$ cat src/rtl/conv_window_addr_gen.sv
// Walks a KxK stride-1 window across an IMG_W x IMG_W feature map, emitting one
// buffer read address per valid/ready handshake plus a per-frame ping-pong bank select.
module conv_window_addr_gen #(
    parameter int IMG_W = 5,
    parameter int K     = 3,
    parameter int AW    = 5
) (
    input  logic          clk,
    input  logic          rst,
    input  logic          start,
    input  logic          out_ready,
    output logic          out_valid,
    output logic [AW-1:0] addr,
    output logic          bank_sel,
    output logic          tap_last,
    output logic          frame_last,
    output logic          busy,
    output logic          done
);

    localparam int CW = (IMG_W > 1) ? $clog2(IMG_W) : 1;
    localparam logic [CW-1:0] KMAX = CW'(K - 1);
    localparam logic [CW-1:0] OMAX = CW'(IMG_W - K);

    typedef enum logic [1:0] {
        S_IDLE,
        S_RUN,
        S_DONE
    } state_t;

    state_t state_q, state_d;

    logic [CW-1:0] kx_q, ky_q, ox_q, oy_q;
    logic [CW-1:0] kx_d, ky_d, ox_d, oy_d;

    logic          out_valid_d;
    logic [AW-1:0] addr_d;
    logic          bank_sel_d;
    logic          tap_last_d;
    logic          frame_last_d;
    logic          busy_d;
    logic          done_d;

    logic          handshake;
    logic          load;
    logic          advance;

    logic [AW:0]   row_w;
    logic [AW:0]   col_w;
    logic [AW:0]   addr_w;
    logic          tap_w;
    logic          frame_w;

    assign handshake = out_valid & out_ready;
    assign load      = (state_q == S_IDLE) && start;
    assign advance   = (state_q == S_RUN) && handshake && !frame_last;

    // Window counters: kx fastest, then ky, ox, oy. They always hold the
    // position of the address currently presented on addr.
    always_comb begin
        // NOTE: every combinational output gets a default first so no path
        // through the block leaves it unassigned, which would infer a latch.
        kx_d = kx_q;
        ky_d = ky_q;
        ox_d = ox_q;
        oy_d = oy_q;
        if (load) begin
            kx_d = '0;
            ky_d = '0;
            ox_d = '0;
            oy_d = '0;
        end else if (advance) begin
            if (kx_q == KMAX) begin
                kx_d = '0;
                if (ky_q == KMAX) begin
                    ky_d = '0;
                    if (ox_q == OMAX) begin
                        ox_d = '0;
                        oy_d = (oy_q == OMAX) ? '0 : oy_q + CW'(1);
                    end else begin
                        ox_d = ox_q + CW'(1);
                    end
                end else begin
                    ky_d = ky_q + CW'(1);
                end
            end else begin
                kx_d = kx_q + CW'(1);
            end
        end
    end

    // Address and flags for the next counter position; one bit of headroom
    // keeps the intermediate sums exact before truncation to AW.
    always_comb begin
        row_w   = (AW+1)'(oy_d) + (AW+1)'(ky_d);
        col_w   = (AW+1)'(ox_d) + (AW+1)'(kx_d);
        addr_w  = row_w * (AW+1)'(IMG_W) + col_w;
        tap_w   = (kx_d == KMAX) && (ky_d == KMAX);
        frame_w = tap_w && (ox_d == OMAX) && (oy_d == OMAX);
    end

    always_comb begin
        state_d      = state_q;
        out_valid_d  = out_valid;
        addr_d       = addr;
        bank_sel_d   = bank_sel;
        tap_last_d   = tap_last;
        frame_last_d = frame_last;
        done_d       = 1'b0;

        case (state_q)
            S_IDLE: begin
                if (start) begin
                    state_d      = S_RUN;
                    out_valid_d  = 1'b1;
                    addr_d       = addr_w[AW-1:0];
                    tap_last_d   = tap_w;
                    frame_last_d = frame_w;
                end
            end
            S_RUN: begin
                if (handshake) begin
                    if (frame_last) begin
                        state_d      = S_DONE;
                        out_valid_d  = 1'b0;
                        tap_last_d   = 1'b0;
                        frame_last_d = 1'b0;
                        done_d       = 1'b1;
                        bank_sel_d   = ~bank_sel;
                    end else begin
                        addr_d       = addr_w[AW-1:0];
                        tap_last_d   = tap_w;
                        frame_last_d = frame_w;
                    end
                end
            end
            S_DONE: begin
                state_d = S_IDLE;
            end
            default: begin
                state_d = S_IDLE;
            end
        endcase

        busy_d = (state_d != S_IDLE);
    end

    always_ff @(posedge clk) begin
        // NOTE: sequential state uses non-blocking assignments so every
        // register samples pre-edge values regardless of statement order.
        if (rst) begin
            state_q    <= S_IDLE;
            kx_q       <= '0;
            ky_q       <= '0;
            ox_q       <= '0;
            oy_q       <= '0;
            out_valid  <= 1'b0;
            addr       <= '0;
            bank_sel   <= 1'b0;
            tap_last   <= 1'b0;
            frame_last <= 1'b0;
            busy       <= 1'b0;
            done       <= 1'b0;
        end else begin
            state_q    <= state_d;
            kx_q       <= kx_d;
            ky_q       <= ky_d;
            ox_q       <= ox_d;
            oy_q       <= oy_d;
            out_valid  <= out_valid_d;
            addr       <= addr_d;
            bank_sel   <= bank_sel_d;
            tap_last   <= tap_last_d;
            frame_last <= frame_last_d;
            busy       <= busy_d;
            done       <= done_d;
        end
    end

endmodule

$ cat config.mk
export PLATFORM = sky130hd
export DESIGN_NAME = conv_window_addr_gen
export DESIGN_NICKNAME = d
export VERILOG_FILES = /design/src/rtl/conv_window_addr_gen.sv
export SDC_FILE = /design/constraint.sdc
export NUM_CORES = 1
export LEC_CHECK = 0
export CORE_MARGIN = 5
export CORE_UTILIZATION = 50
export DETAILED_ROUTE_END_ITERATION = 12
export PLACE_DENSITY = 0.71
export SYNTH_ARGS = -nofsm -noshare
export SYNTH_HDL_FRONTEND = slang
export SYNTH_SLANG_ARGS = --single-unit
$ cat constraint.sdc
create_clock -name clk -period 5 [get_ports clk]
set_input_delay 1 -clock clk [delete_from_list [all_inputs] [get_ports clk]]
set_output_delay 1 -clock clk [all_outputs]
set_load 0.01 [all_outputs]
==> results of run 1 <==
[kinds of logic after synthesis]
family / count (synthesis) / share of synthesized area, %
multiplexers: 5 / 3.28
AO/OA/AOI/OAI: 28 / 12.1
XOR/XNOR: 12 / 6.73
adder cells (fa/ha/maj): 18 / 16.3
AND/OR/NAND/NOR: 78 / 24.4
flip-flops: 25 / 32.0
buffers and inverters: 21 / 5.12
[critical path: stages]
cell and delay (ns):
clkdlybuf4s50_1 0.49, and4b_1 0.20, and4_4 0.27, a31oi_1 0.14, or2_1 0.27, fa_1 0.47, xnor2_2 0.20, ha_1 0.26
ha_1 0.29, fa_1 0.49, ha_1 0.31, a21o_1 0.16, a21oi_1 0.16, xnor2_1 0.10, a211oi_1 0.23
[state kept, by name, indices dropped and copies added, names as in the netlist, 2 cells and up]
name     flops
kx_q         3
ky_q         3
state_q      2
addr         5
ox_q         3
oy_q         3
[how the worst min path moves through the flow]
stage          startpoint  endpoint  slack (ns)  cells past startpoint
6_report         tap_last  tap_last        0.45                      2
5_1_grt          tap_last  tap_last        0.48                      2
4_1_cts          tap_last  tap_last        0.46                      2
3_5_place_dp     tap_last  tap_last        0.44                      2
3_3_place_gp     tap_last  tap_last        0.43                      2
2_1_floorplan    tap_last  tap_last        0.46                      2
[timing repair]
item,CTS,global route
setup endpoints to repair,0,2
setup buffers,0,0
resized for setup,0,3
[cell type report]
cell class | instances | area, um^2
clock buffer | 3 | 22.5
multi-input combinational | 141 | 992
tap | 44 | 55.1
inverter | 15 | 56.3
clock inverter | 1 | 8.76
fill | 287 | 1210
sequential | 25 | 500
timing repair buffer | 19 | 178
[power breakdown]
| part | switching [W] | leakage [nW] | internal (W) | total [W] |
|---|---|---|---|---|
| Clock | 0.0000652 | 0.0183 | 0.0000326 | 0.0000978 |
| Sequential | 0.00000239 | 0.203 | 0.000203 | 0.000205 |
| Combinational | 0.0000152 | 0.581 | 0.0000123 | 0.0000275 |
| Total | 0.0000828 | 0.802 | 0.000248 | 0.000330 |
[cell usage after synthesis]
cell type,n
a2111o_1,1
inv_1,15
o21a_1,2
o21ai_1,2
mux2_1,1
a21boi_0,1
nor2_2,1
nor3b_4,1
nand2b_1,3
nand3b_1,2
nor2_1,40
ha_1,14
nor2b_1,2
a31oi_1,2
a211o_1,1
nor4b_1,1
nand3_1,4
mux2i_1,4
a41oi_1,1
or2_2,1
nand2_1,8
fa_1,4
buf_2,1
a21oi_1,10
a21o_1,5
and4_1,1
clkbuf_1,5
a211oi_1,2
nor3b_1,2
dfxtp_1,25
o31ai_2,1
and3_1,2
nand4_1,2
nor3_1,6
or2_1,1
xnor2_1,10
xor2_1,2
and4b_1,1
[stage by stage]
stage / worst slack, ns / hold slack [ns] / cells
4_1_cts: 0.119 / 0.455 / 248
3_3_place_gp: -0.115 / 0.428 / 244
5_1_grt: 0.0304 / 0.484 / 248
6_report: 0.222 / 0.449 / 248
3_5_place_dp: -0.241 / 0.437 / 244
2_1_floorplan: 0.432 / 0.463 / 187
[routing by layer]
| layer | GRT usage (%) | share of wire, % | vias up |
|---|---|---|---|
| li1 | - | - | 665 |
| met1 | 20.2 | 46 | 607 |
| met2 | 29.0 | 50 | 13 |
| met3 | 2.72 | 2.5 | 4 |
| met4 | 3.89 | 0.99 | 0 |
| met5 | 0 | 0 | - |
==> reports/results.tsv, run 1 <==
stage	metric	value	unit
cells_and_area	final_design_area_no_fill	1810	um^2
cells_and_area	layout_common_cells	nor2_1 (40), dfxtp_1 (25), inv_1 (15), ha_1 (14), clkdlybuf4s50_1 (14)	
setup_path	reg2reg_depth	14	
timing	setup-tns-final	0	ns
cells_and_area	n_antenna_cell	0	
timing	drv_slew	0	
yosys	avgSynthCellArea	8.36	um^2
placed_design	dpl-instance-area	1770	um^2
setup_path	path_class	input port to register	
grt	gr-usage-all-layers	16.3	%
timing	fin_skew	0.0129	ns
power	power_density	182	nW/um^2
floorplanning	dieWidth	65.9	um
floorplanning	coreArea	3030	um^2
yosys	ys_ff_latch	25	
cells_and_area	syn_to_final_growth	16.0	%
timing	rsz0062_at_grt	no	
cts	htreeDepth	1	
placed_design	finalWeightedCongestion	0.872	
cts	cts_made_buffers	3	
setup_path	crit_path_max_fanout	7	
detailed_routing	drt_iter0_drc	49	
yosys	ys_top_cells_by_area	dfxtp_1 (32%), ha_1 (11%), nor2_1 (9.6%), xnor2_1 (5.6%), fa_1 (5.1%)	
power	power.total	0.000330	W
run_status	status	finished clean	
timing	fin_crit_sh	95.6	%
detailed_routing	vias	1289	
grt	grt_max_degree	17	
timing	period_minus_slack	4.78	ns
grt	grt_first_pass_wirelength	5.61	mm
floorplanning	dieArea	4340	um^2
setup_path	critPathRequiredTime	5.26	ns
detailed_routing	via_per_inst	5.20	
detailed_routing	wl_per_cell	12.6	um
timing	max_freq	0.209	GHz
floorplanning	die_h	65.9	um
setup_path	endpoint_kind	register	
hold_path	min_path_type	register to register	
yosys	mappedNetlistNets	209	
detailed_routing	dr.pass1.iters	4	
setup_path	crit_end	addr[4]	
yosys	syn_area	1560	um^2
timing	setup_viol	0	
yosys	yosysSeqAreaShare	32.0	%
setup_path	crit_start	out_ready	
floorplanning	start_util	51.6	%
placed_design	portBuffers	14	
detailed_routing	drc	0	
cts	clk_pin_slew	0.15	ns
grt	overflow	0	
timing	max-slew-margin-rel	60.1	%
setup_path	r2r-end	addr[4]	
cells_and_area	drive_gt1_share	7.35	%
yosys	synth_top_area_share	32.0	%
yosys	yosysTopAreaCell	dfxtp_1	
cts	hold_buffers	0	
cells_and_area	postLayoutCoreUtil	59.9	%
cts	cts_tree	built	
power	ir_drop	0.155	mV
cells_and_area	nNetsFinal	227	
cts	cts_sinks	25	
detailed_routing	ant_nets	0	
grt	antenna_found_initial	0	
yosys	ys_warn_count	0	
floorplanning	io_pins	15	
floorplanning	row_count	20	
cts	cts_root_buffer	clkbuf_4	
cells_and_area	layout_commonest_cell	nor2_1	
yosys	synth.distinct_cells	38	
placed_design	dp_hpwl	2.55	mm
cts	cts_buffer_depth	2	
detailed_routing	drt_wl_total	3.12	mm
timing	worst_pin_slew	0.596	ns
setup_path	start_kind	input port	
setup_path	critical_path_arrival	5.04	ns
run	maxCapViolCount	0	
setup_path	reg2reg_slack	0.76	ns
yosys	synthCells	187	
grt	grt_pass1_vias	1295	
power	p_leak	0.802	nW
setup_path	r2r-start	ky_q[1]	
timing	finalHoldViolCount	0	
cts	insertion_delay	0.33	ns
Power figures use the tool's default switching activity.
==> inputs of run 2 (changes only) <==
Settings changed: DONT_BUFFER_PORTS set to 1, PLACE_DENSITY 0.71 to not set.
Clock period 5 ns to 5.4 ns, I/O delays scaled along.
==> run 2 against run 1 <==
Against the previous run:
- die area did not move
- clock skew fell by 0.0097 ns
- combinational power shrank 43%
- utilization decreased by 6.1 points
- critical path type unchanged
- critical endpoint unchanged
- largest power group unchanged
- highest routed layer unchanged
==> reports/results.tsv, run 2 (synthesized netlist as in run 1, its figures left out) <==
stage	metric	value	unit	change
timing	period_minus_slack	4.49	ns	
timing	rsz0062_at_grt	no		unchanged
floorplanning	io_pins	15		unchanged
timing	postLayoutSetupSlackWorst	0.908	ns	was 0.222 ns
cts	cts_root_buffer	clkbuf_4		unchanged
cells_and_area	layout_common_cells	nor2_1 (40), dfxtp_1 (25), inv_1 (15), ha_1 (14)		was nor2_1 (40), dfxtp_1 (25), inv_1 (15), ha_1 (14), clkdlybuf4s50_1 (14)
timing	setup_viol	0		unchanged
cts	cts_sinks	25		unchanged
cts	clk_pin_slew	0.13	ns	was 0.15 ns
setup_path	crit_slowest_cell	fa_1		was clkdlybuf4s50_1
cells_and_area	fillerInstances	295		was 287
cells_and_area	multi_input_area	982	um^2	was 992 um^2
cts	hold_buffers	0		unchanged
timing	drv_slew	0		unchanged
power	p_leak	0.720	nW	was 0.802 nW
setup_path	critPathRequiredTime	5.64	ns	was 5.26 ns
cells_and_area	nNetsFinal	209		was 227
power	comb_power_share	5.4	%	was 8.3%
floorplanning	coreArea	3030	um^2	unchanged
grt	antenna_found_initial	0		unchanged
timing	finalHoldViolCount	0		unchanged
floorplanning	row_count	20		unchanged
placed_design	portBuffers	0		was 14
setup_path	crit_path_max_incr_delay	0.48	ns	was 0.49 ns
run_status	status	finished clean		unchanged
floorplanning	dieWidth	65.9	um	unchanged
timing	worst_pin_slew	0.604	ns	was 0.596 ns
floorplanning	start_util	51.6	%	unchanged
cts	cts_tree	built		unchanged
placed_design	finalWeightedCongestion	0.811		was 0.872
power	ir_drop	0.0968	mV	was 0.155 mV
power	power_density	178	nW/um^2	was 182 nW/um^2
hold_path	min_path_type	register to register		unchanged
setup_path	endpoint_kind	register		unchanged
cells_and_area	top_register	addr		unchanged
cells_and_area	n_antenna_cell	0		unchanged
setup_path	reg2reg_depth	16		was 14
detailed_routing	ant_nets	0		unchanged
setup_path	crit_chain	and3_1 > nand3_1 > mux2i_1 > nor2_1 > ha_1 > inv_1 > fa_1 > xnor2_1 > ha_1 > ha_1 > fa_1 > ha_1 > a21o_1 > a21oi_1 > xnor2_1 > a211oi_1		was clkdlybuf4s50_1 > and4b_1 > and4_4 > a31oi_1 > or2_1 > fa_1 > xnor2_2 > ha_1 > ha_1 > fa_1 > ha_1 > a21o_1 > a21oi_1 > xnor2_1 > a211oi_1
placed_design	dp_hpwl	2.46	mm	was 2.55 mm
cts	cts_made_buffers	3		unchanged
power	internal_power	0.000222	W	was 0.000248 W
setup_path	path_class	input port to register		unchanged
setup_path	cpMostUsedCell	ha_1		unchanged
cts	cts_buffer_depth	2		unchanged
cts	insertion_delay	0.31	ns	was 0.33 ns
setup_path	start_kind	input port		unchanged
detailed_routing	vias	1215		was 1289
run	maxCapViolCount	0		unchanged
timing	setup-tns-final	0	ns	unchanged
power	p_sw	0.0000678	W	was 0.0000828 W
setup_path	critical_path_arrival	4.73	ns	was 5.04 ns
cts	cts_post_setup_buffers_inserted	0		unchanged
detailed_routing	wl_per_cell	13.2	um	was 12.6 um
detailed_routing	drt_wl_total	3.03	mm	was 3.12 mm
grt	gr-usage-all-layers	15.5	%	was 16.3%
grt	grt_pass1_vias	1206		was 1295
timing	max_freq	0.223	GHz	
cells_and_area	largest_reg_flops	5		unchanged
detailed_routing	drc	0		unchanged
grt	overflow	0		unchanged
cells_and_area	syn_to_final_growth	4.16	%	was 16.0%
power	p_seq_share	66.0	%	was 62.0%
cts	htreeDepth	1		unchanged
cells_and_area	regArea	500	um^2	unchanged
cells_and_area	drive_gt1_share	4.30	%	was 7.35%
setup_path	crit_path_max_fanout	8		was 7
placed_design	pre_cts_slack	0.551	ns	was -0.241 ns
cts	cts_resized	0		unchanged
floorplanning	dieArea	4340	um^2	unchanged
timing	fin_skew	0.00321	ns	was 0.0129 ns
timing	max-slew-margin-rel	59.6	%	was 60.1%
detailed_routing	via_per_inst	5.28		was 5.20
detailed_routing	dr.pass1.iters	4		unchanged
grt	grt_max_degree	15		was 17
hold_path	whs_path_depth	2		unchanged
detailed_routing	drt_iter0_drc	133		was 49
floorplanning	die_h	65.9	um	unchanged
power	clkPwrFrac	28.6	%	was 29.6%
timing	fin_crit_sh	83.2	%	
cells_and_area	layout_commonest_cell	nor2_1		unchanged
power	swShare	23.4	%	was 25.1%
grt	grt_first_pass_wirelength	5.26	mm	was 5.61 mm
[run 2: cell types whose count changed in the layout (fill, tap and decap cells not counted), sizes merged]
cell           delta
buf               -4
clkbuf            +1
clkdlybuf4s50    -14
inv               -1
[run 2: path summary, 6_finish.rpt]
| path | to | slack (ns) | from |
|---|---|---|---|
| setup reg to reg | addr[4] | 1.06 | frame_last |
| hold / removal | tap_last | 0.50 | tap_last |
| hold reg to reg | tap_last | 0.50 | tap_last |
| setup / recovery | addr[4] | 0.91 | out_ready |
[run 2: cell type report]
type | count | area share, %
Multi-Input combinational cell | 141 | 60.3
Sequential cell | 25 | 30.7
Inverter | 15 | 3.46
Tap cell | 44 | 3.38
Clock buffer | 4 | 1.61
Timing Repair Buffer | 1 | 0.461
[run 2: routing by layer]
layer  part of all wire (%)  GRT usage [%]  wire length, um
met4                   0.50           3.89               15
met2                     48           27.8             1460
met3                    3.7           2.89              112
met5                      0              0                0
met1                     48           18.8             1440
[run 2: worst max-delay path, delay by kind of cell]
family                     cells  cell delay, ns
AOI/OAI and AO/OA              3            0.53
xor gates and xnor gates       2            0.34
adders and majority gates      6            1.93
buffers and inverters          1            0.06
muxes                          1            0.18
and+or+nand+nor                3            0.60
[run 2: power groups by stage]
stage | Clock [W] | Sequential [W] | Combinational [W]
2_1_floorplan | 0 | 0.000195 | 0.0000131
3_3_place_gp | 0 | 0.000195 | 0.0000156
3_5_place_dp | 0 | 0.000195 | 0.0000156
4_1_cts | 0.0000877 | 0.000191 | 0.0000156
5_1_grt | 0.0000984 | 0.000192 | 0.0000173
6_report | 0.0000829 | 0.000191 | 0.0000156
[run 2: per-stage QoR]
| stage | util [%] | area [um^2] | std cells | total power (W) | hold slack, ns |
|---|---|---|---|---|---|
| floorplan | - | 1560 | 187 | 0.000208 | 0.463 |
| global placement | 52.9 | 1600 | 226 | 0.000211 | 0.502 |
| detailed placement | 52.9 | 1600 | 226 | 0.000211 | 0.503 |
| CTS | 53.8 | 1630 | 230 | 0.000295 | 0.521 |
| global route | 53.8 | 1630 | 230 | 0.000308 | 0.546 |
| finish | 53.8 | 1630 | 230 | 0.000290 | 0.504 |
